==> src/rtl/dado_pkg.sv <==
// Shared types and defaults for the dice control stage.
package dado_pkg;

  typedef enum logic [1:0] {
    REPOSO    = 2'd0,
    CARGA     = 2'd1,
    RODANDO   = 2'd2,
    RESULTADO = 2'd3
  } estado_t;

  localparam int CARAS_DEF     = 6;
  localparam int MAX_CARGA_DEF = 31;
  localparam int CARA_W        = 3;

endpackage

==> src/rtl/control_dado.sv <==
// Dice control: turns button presses into counter load pulses, then spins a
// face while the throw counter drains and latches the final face.
module control_dado
  import dado_pkg::*;
#(
  parameter int CARAS     = CARAS_DEF,
  parameter int MAX_CARGA = MAX_CARGA_DEF
) (
  input  logic              clk_i,
  input  logic              rst_i,
  input  logic              clk_en_i,
  input  logic              boton_i,
  input  logic              done_i,
  output logic              iniciar_o,
  output logic              decrementar_o,
  output logic [CARA_W-1:0] cara_o,
  output logic              valido_o,
  output logic              rodando_o
);

  localparam int                CW        = $clog2(MAX_CARGA + 1);
  localparam logic [CW-1:0]     CARGA_TOP = CW'(MAX_CARGA);
  localparam logic [CARA_W-1:0] CARA_TOP  = CARA_W'(CARAS);
  localparam logic [CARA_W-1:0] CARA_UNO  = CARA_W'(1);

  estado_t           estado, estado_sig;
  logic              boton_q;
  logic              subida;
  logic [CW-1:0]     carga_cnt;
  logic [CARA_W-1:0] cara;
  logic              valido;
  logic              iniciar;

  assign subida = boton_i & ~boton_q;

  // NOTE: every output of this block gets a default first so no path leaves a
  // signal unassigned, which would otherwise infer a latch.
  always_comb begin
    estado_sig    = estado;
    iniciar       = 1'b0;
    decrementar_o = 1'b0;
    rodando_o     = 1'b0;
    unique case (estado)
      REPOSO: begin
        if (subida) estado_sig = CARGA;
      end
      CARGA: begin
        // Mealy pulse: one per tick while held, capped to protect the counter.
        iniciar = clk_en_i & boton_i & (carga_cnt < CARGA_TOP);
        if (!boton_i) estado_sig = RODANDO;
      end
      RODANDO: begin
        decrementar_o = 1'b1;
        rodando_o     = 1'b1;
        if (done_i) estado_sig = RESULTADO;
      end
      RESULTADO: begin
        if (subida) estado_sig = CARGA;
      end
      default: estado_sig = REPOSO;
    endcase
  end

  // NOTE: state registers use non-blocking assignments so every register
  // samples values from before the edge, independent of statement order.
  always_ff @(posedge clk_i) begin
    if (rst_i) begin
      estado    <= REPOSO;
      boton_q   <= 1'b0;
      carga_cnt <= '0;
      cara      <= CARA_UNO;
      valido    <= 1'b0;
    end else begin
      estado  <= estado_sig;
      boton_q <= boton_i;
      valido  <= (estado_sig == RESULTADO);

      if (estado != CARGA && estado_sig == CARGA)
        carga_cnt <= '0;
      else if (iniciar)
        carga_cnt <= carga_cnt + CW'(1);

      // The face stops on the cycle done is seen, so advances equal the load.
      if (estado == RODANDO && clk_en_i && !done_i)
        cara <= (cara == CARA_TOP) ? CARA_UNO : cara + CARA_UNO;
    end
  end

  assign iniciar_o = iniciar;
  assign cara_o    = cara;
  assign valido_o  = valido;

endmodule

==> config.mk <==
export PLATFORM = sky130hd
export DESIGN_NAME = control_dado
export DESIGN_NICKNAME = d
export VERILOG_FILES = /design/src/rtl/dado_pkg.sv /design/src/rtl/control_dado.sv
export SDC_FILE = /design/constraint.sdc
export NUM_CORES = 1
export LEC_CHECK = 0
export ABC_AREA = 1
export CAP_MARGIN = 40
export CELL_PAD_IN_SITES_DETAIL_PLACEMENT = 1
export CELL_PAD_IN_SITES_GLOBAL_PLACEMENT = 1
export CORE_MARGIN = 1
export CORE_UTILIZATION = 38
export CTS_CLUSTER_DIAMETER = 100
export DETAILED_ROUTE_END_ITERATION = 7
export PLACE_DENSITY = 0.89
export SLEW_MARGIN = 20
export SYNTH_ARGS = -nofsm -noshare
export SYNTH_HDL_FRONTEND = slang
export SYNTH_SLANG_ARGS = --single-unit
==> constraint.sdc <==
create_clock -name clk_i -period 1.9 [get_ports clk_i]
set_input_delay 0.38 -clock clk_i [delete_from_list [all_inputs] [get_ports clk_i]]
set_output_delay 0.38 -clock clk_i [all_outputs]
set_load 0.005 [all_outputs]
After elaboration in Yosys (flattened, before gate mapping). Index checks and enable logic that the tools add are counted.

Register bits after elaboration: 12.

$add $sub $neg: 2. Order comparisons: 1. Equality and inequality tests: 7. Muxes and demuxes: 7. Bitwise operators: 4. Reduce and logical (&&, ||, !) cells: 7.

Operators by type and width (number): 2-bit equality test (second input constant) (3); 2-bit two-way mux (3); 2-bit case mux with 3 select lines (1); 5-bit by 1-bit adder with 5-bit output (second input constant) (1); 5-bit less-than comparator (second input constant) (1); 2-bit by 1-bit equality test with 1-bit output (second input constant) (2); 2-bit OR reduction (2); 3-bit by 1-bit adder with 3-bit output (second input constant) (1); 1-bit bitwise AND (3); 3-bit equality test (second input constant) (1); 1-bit logical AND (3); 3-bit two-way mux (1); 2-bit zero test (1); 1-bit two-way mux (2); 2-bit by 1-bit inequality test with 1-bit output (second input constant) (1); 1-bit zero test (1); 1-bit inverter (1).

Depth between registers and ports, before layout.
Depth in word-level cells: 7. Mapped depth: 10.

Worst setup path before layout. No wires, ideal clock.

Path kind: reg2out. Start: register estado[1]. End: output iniciar_o. Arrival time: 0.979 ns. Path slack: 0.541 ns. Stages on the path, launching flop included: 7. Path through: dfxtp_1 -> inv_1 -> ha_1 -> nand2_2 -> nor2_8 -> inv_2 -> nor2_2.

Word-level cells in the longest chain between the ends: 2.

RTL lines: start: declaration (line control_dado.sv:26) `estado_t estado, estado_sig;`; start signal: assignment (line control_dado.sv:74) `estado <= estado_sig;`; 2-bit by 1-bit equality test with 1-bit output (line control_dado.sv:43) `unique case (estado)`; 1-bit two-way mux (line control_dado.sv:43); end: declaration (line control_dado.sv:14) `output logic iniciar_o,`.

Every way passes these cells.

Worst setup path in the final report.
Start: register estado[0]. End: output decrementar_o.

Word-level cells in the longest chain between the ends: 2.

RTL lines: 2-bit equality test (line control_dado.sv:43); 1-bit two-way mux (line control_dado.sv:43); end: declaration (line control_dado.sv:15) `output logic decrementar_o,`.

Every way passes these cells.

==> impl_summary.txt <==
----------------------------------------------------
[Status]
  Run status ... finished clean

[Synthesis]
  Sequential share of the synthesized area ... 33.4%
  Number of synthesized register bits ... 12
  Ranking of synthesized cells by area ... dfxtp_1 (33%), nand2_1 (17%), inv_1 (9.9%), nand3_1 (7.0%), ha_1 (5.2%)
  Share of flip-flops with an asynchronous set or reset after synthesis ... 0%
  Post-synthesis average cell area ... 6.65 µm²
  Instance count of the mapped netlist ... 108
  Number of enable flip-flop cells after synthesis ... 0
  Number of warnings reported in the yosys synthesis log ... 0
  Share of the synthesized area in the top cell type ... 33.4%
  Syn Std Cell Area ... 718 µm²
  Post-synth top flop ... dfxtp_1
  Synthesized net count ... 116
  Most numerous cell in the Yosys netlist ... nand2_1
  Cell type with the highest aggregate area in the netlist ... dfxtp_1
  Most numerous cell types in the synthesized netlist ... nand2_1 (32), inv_1 (19), dfxtp_1 (12), nand3_1 (10), nor2_1 (8)
  Cell variety after synth ... 18

[Drt]
  Number of nets with antenna violations after routing ... 0
  Number of DRC violations after detailed routing ... 0
  Post-detailed-routing wire length ... 1690 µm
  Via count of the routed design ... 706
  Detailed-route wire length per cell ... 11.1 µm
  Average vias per placed instance ... 4.64
  Drt first-iter violations ... 6
  DR pass1 iterations ... 4

[Global routing]
  Antenna violations before repair ... 0
  Wire length of the first global-routing pass ... 3050 µm
  Pin count of the biggest net entering global routing ... 8
  Overall routing resource usage ... 20.6%
  Via count of the first global-routing pass ... 714
  Remaining global-route overflow ... 0

[Die]
  Die span in y ... 45.5 µm
  Initial Utilization ... 41.1%
  Width of the die ... 45.5 µm
  I/O pin count ... 12
  Std-Cell Core Area ... 1750 µm²
  Die Footprint ... 2070 µm²
  Num rows ... 15

[STA]
  Setup-failing EPs final ... 0
  Minimum period implied by the final worst setup slack ... 1.80 ns
  Transition time at the pin with the least slew margin ... 0.252 ns
  Post-route clock period utilization ... 95.0%
  Final-report hold violation count ... 0
  Achievable Freq ... 554 MHz
  Clock Skews ... 0.00581 ns
  Setup repair after global routing missed its margin ... false
  Slew Limit Fails ... 0
  Headroom to the max-slew limit ... 83.2%

[Cells and area]
  Fraction of layout cells with a size suffix above 1 ... 19.7%
  Filler cells ... 248
  Area growth syn-to-layout ... 30.8%
  Inserted Diodes ... 0
  Post-layout net count ... 136
  Final core utilization ... 53.8%

[Worst setup path]
  Kind of start point of the critical path ... flip-flop
  Endpoint type of the worst setup path ... output pin
  CP max stage delay ... 0.52 ns
  Cells along the critical path ... inv_2, ha_4, clkdlybuf4s50_1
  Setup slack on the worst flop-to-flop path ... 0.47 ns
  Highest fanout seen on the critical path ... 6
  Arrival time at the worst endpoint ... 1.42 ns
  Buffers and inverters on the worst path ... 2
  Setup Crit Path Kind ... flip-flop to output pin
  Critical Path RT ... 1.52 ns
  Cell class contributing the biggest share of worst-path delay ... buffers and inverters
  Critical-path cell with the highest stage delay ... clkdlybuf4s50_1

[Power]
  Total power draw ... 968 µW
  Maximum VDD drop ... 750 µV
  Leakage component of the power ... 0.000503 µW
  PwrDens ... 1030 nW/µm²

[Clocking]
  Number of buffers added to fix hold violations after cts ... 0
  Cts bufs inserted ... 3
  Count of clock tree sinks ... 12
  Insertion delay to the later sink of the worst-skew pair ... 0.28 ns
  Number of post-CTS setup repair buffers ... 0
  CTS tree ... done
  H-tree Lvls ... 1
  Clock transition at path regs ... 0.09 ns
  Bufs on Longest Clock Path ... 2
  Clock tree root buffer cell ... clkbuf_4

[Placement]
  Number of port buffers ... 11
  Detailed Place HPWL ... 1350 µm
  Final weighted congestion of routability-driven global placement ... 0.863

[Run]
  Max-cap check violation count ... 0

[Worst hold path]
  Min-Delay Path Class ... flip-flop to flip-flop

----------------------------------------------------
-- registers in the layout, indices dropped and copies added (netlist names) --
name	cells
valido_o	1
boton_q	1
carga_cnt	5
estado	2
cara_o	3
-- where the power goes --
part / leakage, µW / total, µW / switching (µW) / internal (µW)
Combinational: 0.000384 / 432 / 241 / 191
Sequential: 0.0000982 / 320 / 30.3 / 290
Clock: 0.0000210 / 216 / 99.0 / 117
Total: 0.000503 / 968 / 370 / 598
-- cell usage in the layout (no fill, tap or decap), drive strengths merged --
cell type and n:
dfxtp 12, xor2 1, a21oi 4, clkbuf 5
o21ai 5, nor2 11, clkdlybuf4s50 10, buf 5
inv 22, nand4 2, ha 3, nand3 10
nand2 37
-- layer usage --
layer  wire length [µm]  global-route usage (%)
met5                  0                       0
met3                 41                    3.57
met2                884                    36.6
met1                744                    23.7
met4                 23                    9.09
-- worst register-to-register path, stage by stage (launching register included) --
cell	delay [ns]
dfxtp_4	0.38
inv_1	0.06
ha_2	0.18
buf_4	0.14
inv_1	0.06
nand2_1	0.06
nor2_1	0.14
nand3_1	0.14
nand2_4	0.11
nand2_1	0.05
inv_1	0.06
-- through the flow --
| stage | cells | hold WS [ns] | setup TNS, ns | area (µm²) | setup slack, ns |
|---|---|---|---|---|---|
| 2_1_floorplan | 108 | 0.452 | 0 | 718 | 0.541 |
| 3_3_place_gp | 148 | 0.499 | -0.184 | 890 | -0.184 |
| 3_5_place_dp | 148 | 0.516 | -0.229 | 890 | -0.229 |
| 4_1_cts | 152 | 0.530 | 0 | 941 | 0.0298 |
| 5_1_grt | 152 | 0.564 | 0 | 940 | 0.0394 |
| 6_report | 152 | 0.523 | 0 | 940 | 0.0952 |
-- worst paths after layout --
path,endpoint,from,depth (start not counted)
worst max-delay path,decrementar_o,estado[0],3
worst min-delay path,cara_o[2],cara_o[2],2
worst max register to register,carga_cnt[3],estado[1],10
worst min register to register,cara_o[2],cara_o[2],2
-- cell type report --
type	instances	area [µm²]	area share [%]
repair buffers	16	143	15.2
flip-flops and latches	12	244	26.0
multi-input cells	73	403	42.9
clock buffers	4	36.3	3.86
well taps	25	31.3	3.33
inverters	22	82.6	8.79
-- cell families after synthesis --
group | after synthesis | synth area share (%)
AND/OR/NAND/NOR | 60 | 41.3
buffers and inverters | 23 | 12.5
flip-flops | 12 | 33.4
AO/OA/AOI/OAI | 9 | 6.27
adder cells (fa/ha/maj) | 3 | 5.23
XOR/XNOR | 1 | 1.22
-- what timing repair did --
item / CTS / global route
setup endpoints to repair: 3 / 3
gates resized for setup: 5 / 4
pin swaps: 0 / 0
(Power assumes the default switching activity.)
